==> config.mk <==
export PLATFORM = sky130hd
export DESIGN_NAME = twiddle_bank
export DESIGN_NICKNAME = d
export VERILOG_FILES = /design/src/rtl/fft_pkg.sv /design/src/rtl/twiddle_addr_gen.sv /design/src/rtl/twiddle_bank.sv
export SDC_FILE = /design/constraint.sdc
export NUM_CORES = 1
export LEC_CHECK = 0
export ABC_AREA = 1
export CAP_MARGIN = 20
export CORE_MARGIN = 8
export CORE_UTILIZATION = 30
export CTS_CLUSTER_DIAMETER = 200
export CTS_CLUSTER_SIZE = 8
export DETAILED_ROUTE_END_ITERATION = 16
export GPL_ROUTABILITY_DRIVEN = 0
export PLACE_DENSITY_LB_ADDON = 0.08
export RECOVER_POWER = 50
export SYNTH_ARGS = -nofsm -noshare
export SYNTH_HDL_FRONTEND = slang
export SYNTH_HIERARCHICAL = 1
export SYNTH_SLANG_ARGS = --single-unit
==> constraint.sdc <==
create_clock -name clk -period 4.2 [get_ports clk]
set_input_delay 1.26 -clock clk [delete_from_list [all_inputs] [get_ports clk]]
set_output_delay 1.26 -clock clk [all_outputs]
set_load 0.02 [all_outputs]
==> src/rtl/fft_pkg.sv <==
// Shared FFT definitions: FSM states, coefficient triple layout and default sizes.
package fft_pkg;

    localparam int COEF_W        = 16;
    localparam int DEFAULT_DEPTH = 8;

    typedef enum logic [0:0] {
        IDLE = 1'b0,
        RUN  = 1'b1
    } state_t;

    typedef struct packed {
        logic [COEF_W-1:0] c;
        logic [COEF_W-1:0] cps;
        logic [COEF_W-1:0] cms;
    } triple_t;

endpackage

==> src/rtl/twiddle_addr_gen.sv <==
// Strided address sequencer for twiddle_bank: tracks triple number n, the running
// address (addr += stride, natural AW-bit wrap) and the last-triple flag.
module twiddle_addr_gen
    import fft_pkg::*;
#(
    parameter  int DEPTH = DEFAULT_DEPTH,
    localparam int AW    = $clog2(DEPTH)
) (
    input  logic          clk,
    input  logic          rst_n,
    input  logic          start,
    input  logic          advance,
    input  logic          finish,
    input  logic [AW:0]   i_count,
    input  logic [AW-1:0] i_stride,
    output logic [AW-1:0] fetch_addr,
    output logic [AW-1:0] addr,
    output logic          last
);

    localparam logic [AW:0]   CNT_ONE  = {{AW{1'b0}}, 1'b1};
    localparam logic [AW:0]   CNT_FULL = {1'b1, {AW{1'b0}}};
    localparam logic [AW:0]   CNT_ZERO = {(AW+1){1'b0}};
    localparam logic [AW-1:0] ADDR_ZERO = {AW{1'b0}};

    logic [AW:0]   n_r;
    logic [AW:0]   count_r;
    logic [AW-1:0] stride_r;
    logic [AW-1:0] addr_r;
    logic          last_r;

    logic [AW:0]   count_eff_s;
    logic [AW:0]   next_n_s;
    logic          next_last_s;
    logic [AW-1:0] fetch_addr_s;

    assign count_eff_s = (i_count == CNT_ZERO) ? CNT_FULL : i_count;
    assign next_n_s    = n_r + CNT_ONE;

    // Address and last flag of the triple being loaded into the output register this cycle.
    always_comb begin
        fetch_addr_s = ADDR_ZERO;
        next_last_s  = 1'b0;
        if (start) begin
            fetch_addr_s = ADDR_ZERO;
            next_last_s  = (count_eff_s == CNT_ONE);
        end else begin
            fetch_addr_s = addr_r + stride_r;
            next_last_s  = (next_n_s == (count_r - CNT_ONE));
        end
    end

    // Sequence state: restart on start, step on each non-final handshake, clear on the final one.
    always_ff @(posedge clk or negedge rst_n) begin
        if (!rst_n) begin
            n_r      <= CNT_ZERO;
            count_r  <= CNT_ONE;
            stride_r <= ADDR_ZERO;
            addr_r   <= ADDR_ZERO;
            last_r   <= 1'b0;
        end else if (start) begin
            n_r      <= CNT_ZERO;
            count_r  <= count_eff_s;
            stride_r <= i_stride;
            addr_r   <= ADDR_ZERO;
            last_r   <= next_last_s;
        end else if (advance) begin
            n_r      <= next_n_s;
            addr_r   <= fetch_addr_s;
            last_r   <= next_last_s;
        end else if (finish) begin
            n_r      <= CNT_ZERO;
            addr_r   <= ADDR_ZERO;
            last_r   <= 1'b0;
        end
    end

    assign fetch_addr = fetch_addr_s;
    assign addr       = addr_r;
    assign last       = last_r;

endmodule

==> src/rtl/twiddle_bank.sv <==
// Twiddle coefficient store and strided sequencer feeding the butterfly over valid/ready.
// Optional macro TWIDDLE_DERIVE_EN: i_CpS carries S and C+S / C-S are computed on write.
module twiddle_bank
    import fft_pkg::*;
#(
    parameter  int MSB   = COEF_W,
    parameter  int DEPTH = DEFAULT_DEPTH,
    localparam int AW    = $clog2(DEPTH)
) (
    input  logic           clk,
    input  logic           rst_n,
    input  logic           we,
    input  logic [AW-1:0]  i_waddr,
    input  logic [MSB-1:0] i_C,
    input  logic [MSB-1:0] i_CpS,
    input  logic [MSB-1:0] i_CmS,
    input  logic           start,
    input  logic [AW:0]    i_count,
    input  logic [AW-1:0]  i_stride,
    input  logic           i_ready,
    output logic           o_valid,
    output logic [MSB-1:0] o_C,
    output logic [MSB-1:0] o_CpS,
    output logic [MSB-1:0] o_CmS,
    output logic [AW-1:0]  o_idx,
    output logic           o_last,
    output logic           busy
);

    localparam logic [MSB-1:0] COEF_ZERO = {MSB{1'b0}};

    logic [MSB-1:0] mem_c_r   [DEPTH];
    logic [MSB-1:0] mem_cps_r [DEPTH];
    logic [MSB-1:0] mem_cms_r [DEPTH];

    state_t         state_r;
    logic [MSB-1:0] wr_cps_s;
    logic [MSB-1:0] wr_cms_s;
    logic [AW-1:0]  fetch_addr_s;
    logic           accept_s;
    logic           launch_s;
    logic           advance_s;
    logic           finish_s;

`ifdef TWIDDLE_DERIVE_EN
    logic unused_cms_s;
    assign wr_cps_s     = i_C + i_CpS;
    assign wr_cms_s     = i_C - i_CpS;
    assign unused_cms_s = ^i_CmS;
`else
    assign wr_cps_s = i_CpS;
    assign wr_cms_s = i_CmS;
`endif

    assign accept_s  = o_valid & i_ready;
    assign launch_s  = (state_r == IDLE) & start;
    assign advance_s = accept_s & ~o_last;
    assign finish_s  = accept_s & o_last;

    twiddle_addr_gen #(
        .DEPTH (DEPTH)
    ) u_addr_gen (
        .clk        (clk),
        .rst_n      (rst_n),
        .start      (launch_s),
        .advance    (advance_s),
        .finish     (finish_s),
        .i_count    (i_count),
        .i_stride   (i_stride),
        .fetch_addr (fetch_addr_s),
        .addr       (o_idx),
        .last       (o_last)
    );

    // Coefficient storage; reads in the same cycle see the pre-write contents.
    always_ff @(posedge clk or negedge rst_n) begin
        if (!rst_n) begin
            for (int i = 0; i < DEPTH; i++) begin
                mem_c_r[i]   <= COEF_ZERO;
                mem_cps_r[i] <= COEF_ZERO;
                mem_cms_r[i] <= COEF_ZERO;
            end
        end else if (we) begin
            mem_c_r[i_waddr]   <= i_C;
            mem_cps_r[i_waddr] <= wr_cps_s;
            mem_cms_r[i_waddr] <= wr_cms_s;
        end
    end

    // Sequencer FSM with registered handshake outputs; next triple loads on acceptance.
    always_ff @(posedge clk or negedge rst_n) begin
        if (!rst_n) begin
            state_r <= IDLE;
            busy    <= 1'b0;
            o_valid <= 1'b0;
            o_C     <= COEF_ZERO;
            o_CpS   <= COEF_ZERO;
            o_CmS   <= COEF_ZERO;
        end else begin
            case (state_r)
                IDLE: begin
                    if (start) begin
                        state_r <= RUN;
                        busy    <= 1'b1;
                        o_valid <= 1'b1;
                        o_C     <= mem_c_r[fetch_addr_s];
                        o_CpS   <= mem_cps_r[fetch_addr_s];
                        o_CmS   <= mem_cms_r[fetch_addr_s];
                    end
                end
                RUN: begin
                    if (finish_s) begin
                        state_r <= IDLE;
                        busy    <= 1'b0;
                        o_valid <= 1'b0;
                        o_C     <= COEF_ZERO;
                        o_CpS   <= COEF_ZERO;
                        o_CmS   <= COEF_ZERO;
                    end else if (advance_s) begin
                        o_C     <= mem_c_r[fetch_addr_s];
                        o_CpS   <= mem_cps_r[fetch_addr_s];
                        o_CmS   <= mem_cms_r[fetch_addr_s];
                    end
                end
                default: begin
                    state_r <= IDLE;
                    busy    <= 1'b0;
                    o_valid <= 1'b0;
                end
            endcase
        end
    end

endmodule
* Yosys cells after proc, flatten, opt, wreduce, memory -nomap -nowiden
Index checks and enable logic that the tools add are counted.
** Word-level totals
- Bits in latches :: 0
- Bits in registers :: 449
- Memories kept :: 0
- Bits in writable memories :: 0
- Bits in read-only memories :: 0
- Output and inout bits :: 54
** Cells by class
- Reduce and logical (&&, ||, !) cells :: 5
- Div/mod/pow operators :: 0
- Order comparisons :: 3
- Add/subtract/negate cells :: 3
- Multiplexer cells :: 43
- $mul :: 0
- Shift operators :: 0
- Bitwise gates (word level) :: 8
- Eq/ne operators :: 5
** Operator list (count)
- bitwise mux 128 bit :: 3
- two-way mux 16 bit :: 16
- binary-select mux 16 bit (select 3 bit) :: 3
- case mux 16 bit (2 select lines) :: 3
- demux 16 bit (select 3 bit) :: 1
- two-way mux 4 bit :: 4
- two-way mux 3 bit :: 4
- >= comparator 4 bit, second input constant :: 2
- NOT 3 -> 4 bit :: 2
- two-way mux 1 bit :: 7
- adder 4 x 1 -> 4 bit, second input constant :: 1
- bitwise AND 1 bit :: 4
- equality test 4 x 1 -> 1 bit, second input constant :: 1
- equality test 4 bit :: 1
- zero test 4 bit :: 1
- < comparator 4 x 1 -> 1 bit, second input constant :: 1
- case mux 1 bit (2 select lines) :: 2
- AND reduction 2 bit :: 2
- subtractor 4 x 1 -> 4 bit, second input constant :: 1
- adder 3 bit :: 1
- inequality test 3 x 1 -> 1 bit, second input constant :: 1
- nonzero test 3 bit :: 1
- inequality test 2 x 1 -> 1 bit, second input constant :: 1
- inequality test 2 bit, second input constant :: 1
- 2 further kinds :: 3

* Logic depth before layout (Yosys ltp)
- Depth after elaboration :: 10
- Gate-level depth with buffers :: 13
- Gate-level depth less buffers :: 11

* By module
The synthesis kept the hierarchy.
** Modules (own cells, without submodules)
- twiddle_bank :: area an instance 20155.6 um^2, times used 1, sequential area each 10860.4 um^2, cells an instance 2602
- twiddle_addr_gen :: area an instance 857.1 um^2, times used 1, sequential area each 376.6 um^2, cells an instance 112

* Least setup slack after synthesis
Ideal clock, no wire load.
- Path kind :: input-to-reg
- From :: input start
- To :: register o_C[10]
- Stages on the path :: 12
- Setup slack :: 1606 ps
- Arrival :: 2528 ps
- Library setup time :: 66 ps
- Buffers on the path :: 4
- Cells stage by stage :: nand2_1 -> inv_1 -> buf_2 -> nor2_1 -> buf_2 -> inv_2 -> buf_2 -> buf_2 -> nand2_1 -> nand3_1 -> nand3_1 -> nand2_1
** On the way
- Cells in the longest elaborated chain, start to end :: 9
** Ends and longest elaborated chain
- start, declared :: line twiddle_bank.sv:17 : input logic start,
- bitwise AND 1 bit (*) :: line twiddle_bank.sv:56 : assign launch_s = (state_r == IDLE) & start;
- named net launch_s :: line twiddle_bank.sv:41 : logic launch_s;
- two-way mux 3 bit (*) :: line twiddle_addr_gen.sv:44 : if (start) begin
- named net fetch_addr_s[1] :: line twiddle_bank.sv:39 : logic [AW-1:0] fetch_addr_s;
- NOT 3 -> 4 bit (not written as such) (*) :: line twiddle_bank.sv:106, twiddle_bank.sv:120
- binary-select mux 16 bit (select 3 bit) (*) :: line twiddle_bank.sv:106, twiddle_bank.sv:120
- two-way mux 16 bit (not written as such) (*) (2 in series) :: line twiddle_bank.sv:106, twiddle_bank.sv:120
- two-way mux 16 bit :: line twiddle_bank.sv:119 : end else if (advance_s) begin
- two-way mux 16 bit :: line twiddle_bank.sv:112 : if (finish_s) begin
- case mux 16 bit (2 select lines) (*) :: line twiddle_bank.sv:100 : case (state_r)
- end signal, assigned :: line twiddle_bank.sv:106 : o_C <= mem_c_r[fetch_addr_s];
- end signal, assigned :: line twiddle_bank.sv:120 : o_C <= mem_c_r[fetch_addr_s];
- end, declared :: line twiddle_bank.sv:22 : output logic [MSB-1:0] o_C,
The timed path passes the listed nets; every way through them passes the cells marked *. The select of a mux whose other input is x is not followed.
A chain may end at the register's enable or synchronous reset.

* Worst setup path after layout
- From :: input start
- To :: register o_C[4]
Same word-level chain as after synthesis.

==> results.json <==
{
  "status": "finished with violations",
  "violations": "max-capacitance violations, max-slew violations",
  "portBuffers": 116,
  "grt_pass1_wl_um": 101500,
  "nFillCells": 7326,
  "first_pass_iters": 5,
  "fin_skew_ns": 0.01814,
  "vias": 17120,
  "grt_pass1_vias": 16940,
  "crit_type": "input port to flop",
  "clock-root-buffer": "clkbuf_16",
  "clkTransAtPathRegs_ns": 0.05,
  "syn_area_per_cell_sq_um": 7.742,
  "drc": 0,
  "area_growth_pct": 18.32,
  "dp_hpwl_um": 35080,
  "start_util": 0.3016,
  "synth-main-ff-cell": "dfrtp_1",
  "drive_above_1_share": 0.04782,
  "core_sq_um": 69660,
  "layout.cells.non_filler": 3721,
  "min_path_type": "flop to flop",
  "crit_required_ns": 4.66,
  "cp_data_arrival_time_ns": 3.73,
  "setup_ws_ns": 0.9308,
  "grt_overflow": 0,
  "r2r-end": "o_C[2]",
  "r2r_slack_ns": 1.72,
  "wl_per_cell_um": 17.24,
  "synth.net_count": 2781,
  "finalPower_mw": 11.52,
  "period_minus_slack_ns": 3.269,
  "cts.sinks": 449,
  "maxCapViolations": 1,
  "p_leak_nw": 12.56,
  "postCtsSetupRepairBufs": 0,
  "cp_max_fo": 25,
  "ir_drop_mv": 0.2172,
  "drv_slew": 59,
  "ctsHoldBuffers": 0,
  "final_antenna_net_count": 0,
  "synth_edf_count": 0,
  "cp-start-kind": "input port",
  "cts_resized": 0,
  "cts.path.max_buffers": 3,
  "worst_slew_pin_slew_ns": 2.104,
  "end_kind": "flop",
  "async_flop_share": 1.000,
  "synth_cell_types": 29,
  "viasPerCell": 4.600,
  "cts_buffers": 66,
  "ys.warnings.count": 6,
  "antenna_found_initial": 0,
  "hold_viol": 0,
  "die_y_um": 280.7,
  "clkLatencyLatePin_ns": 0.58,
  "powerDensity_nw_per_um2": 463.5,
  "num-nets-final": 2837,
  "routed_wl_um": 64130,
  "drt-initial-drc-count": 1026,
  "post-place-ws_ns": 0.5229,
  "hold_end": "o_C[12]",
  "cts_tree": "yes",
  "synth_seq_cells": 449,
  "period_share": 0.7784,
  "holdPathStages": 2,
  "dieArea_sq_um": 78770,
  "dp_cells": 3642,
  "slew_headroom": -0.4027,
  "fmax_mhz": 305.9,
  "worstHoldStart": "o_C[12]",
  "synth_seq_area_share": 0.5348,
  "fp-row-count": 97,
  "synth_cells": 2714,
  "synth_area_sq_um": 21010,
  "crit-reg2reg-launch": "u_addr_gen/addr[0]",
  "cts_htree_levels": 3,
  "diodes": 0,
  "rsz0062_at_grt": "false",
  "grt_max_degree": 97,
  "finalSetupViolations": 0,
  "timing.hold.ws_ns": 0.4761,
  "tns_ns": 0,
  "die_x_um": 280.7,
  "reg2reg_depth": 9,
  "gr-usage-all-layers": 0.1642,
  "num_io_pins": 117
}
through the flow:
step	area, sq um	util
3_3_place_gp	23120	0.3319
2_1_floorplan	21010	-
3_5_place_dp	23120	0.3319
4_1_cts	24900	0.3574
5_1_grt	24860	0.3569
6_report	24860	0.3569
worst max-delay path by stage:
stage | from | end | slack (ns) | depth (start not counted)
after floorplan | start | o_C[10] | 1.61 | 12
after global placement | start | o_C[12] | 0.57 | 11
after detailed placement | start | o_C[7] | 0.52 | 10
after CTS | start | o_C[4] | 1.16 | 10
after global routing | start | o_C[15] | 0.75 | 10
final | start | o_C[4] | 0.93 | 10
power by group:
group	total, mW	switching, mW	leakage [nW]	internal [mW]
Combinational	1.38	0.811	6.01	0.566
Sequential	5.36	0.327	5.68	5.04
Clock	4.78	1.88	0.872	2.90
Total	11.5	3.02	12.6	8.50
final cells by class:
type | instances | area [sq um] | area share
clock buffer | 76 | 1753 | 0.07050
clock inverter | 3 | 26.28 | 0.001057
inverter | 368 | 1388 | 0.05581
multi-input combinational | 1732 | 7538 | 0.3032
sequential | 449 | 11240 | 0.4520
tap | 940 | 1176 | 0.04731
timing repair buffer | 153 | 1744 | 0.07015
cell usage after synthesis, types with 2 or more instances:
master	count	area [sq um]
clkbuf_1	56	210.2
inv_1	362	1359
o21ai_1	25	125.1
o21ai_0	367	1837
buf_2	72	360.4
nor3_1	3	15.01
buf_6	24	270.3
ha_1	3	37.54
buf_1	6	22.52
dfrtp_1	448	11210
buf_4	7	52.55
nor2_2	2	12.51
nor2_1	11	41.29
nand2_1	1010	3791
inv_2	6	22.52
nand4_1	2	12.51
o22ai_1	2	12.51
nand3_1	297	1486
critical path: stages:
cell,delay (ns)
dlygate4sd3_1,0.54
nand2_1,0.11
inv_1,0.25
inv_1,0.30
nand3_1,0.15
inv_2,0.31
buf_4,0.47
nand3_1,0.14
nand3_1,0.10
nand2_1,0.06
cells by family (layout without fill, tap and decap cells):
group           count (synthesis)  after routing  synth area share
compound gates                398            398           0.09563
xor+xnor                        1              1         0.0004169
fa+ha+maj                       4              4          0.002739
buf+inv                       533            600            0.1093
flops                         449            449            0.5348
simple gates                 1329           1329            0.2571
placed cells by master (no fill, tap or decap):
cell type / Yosys / final
inv_6: 0 / 3
nand2_4: 1 / 6
dfrtp_1: 448 / 448
clkdlybuf4s50_1: 0 / 112
nor2_1: 11 / 11
nand2_1: 1010 / 1005
dfstp_2: 1 / 1
clkbuf_16: 0 / 69
xnor2_1: 1 / 1
inv_2: 6 / 7
a21oi_2: 1 / 1
clkbuf_4: 0 / 1
clkbuf_1: 56 / 7
ha_1: 3 / 3
nand3_1: 297 / 296
nor2_4: 0 / 2
clkinv_4: 0 / 1
nor3_1: 3 / 3
or2_1: 1 / 1
buf_4: 7 / 10
fa_1: 1 / 1
nand3_4: 0 / 1
a22o_1: 1 / 1
o22ai_2: 1 / 1
nor3_4: 1 / 1
inv_1: 362 / 359
o21ai_0: 367 / 367
a21oi_1: 1 / 1
o22ai_1: 2 / 2
buf_12: 0 / 25
clkbuf_2: 0 / 2
dlygate4sd3_1: 0 / 3
o21ai_1: 25 / 25
clkinv_2: 0 / 1
nor3_2: 1 / 1
nand4_1: 2 / 2
flip-flops by register name, indices dropped and copies added, names as in the netlist:
register and count:
mem_c_r 128, mem_cms_r 128, mem_cps_r 128, o_C 16, o_CmS 16, o_CpS 16
u_addr_gen/count_r 4, u_addr_gen/n_r 4, u_addr_gen/addr 3, u_addr_gen/stride_r 3, o_valid 1, state_r 1
u_addr_gen/last 1
layer usage:
| metal | routed length, um | track usage | vias up |
|---|---|---|---|
| met3 | 2286 | 0.02731 | 96 |
| met2 | 30260 | 0.2739 | 322 |
| met4 | 1406 | 0.04234 | 0 |
| met5 | 0 | 0 | - |
| met1 | 30180 | 0.2203 | 8198 |
| li1 | - | - | 8502 |
(Power assumes the default switching activity.)
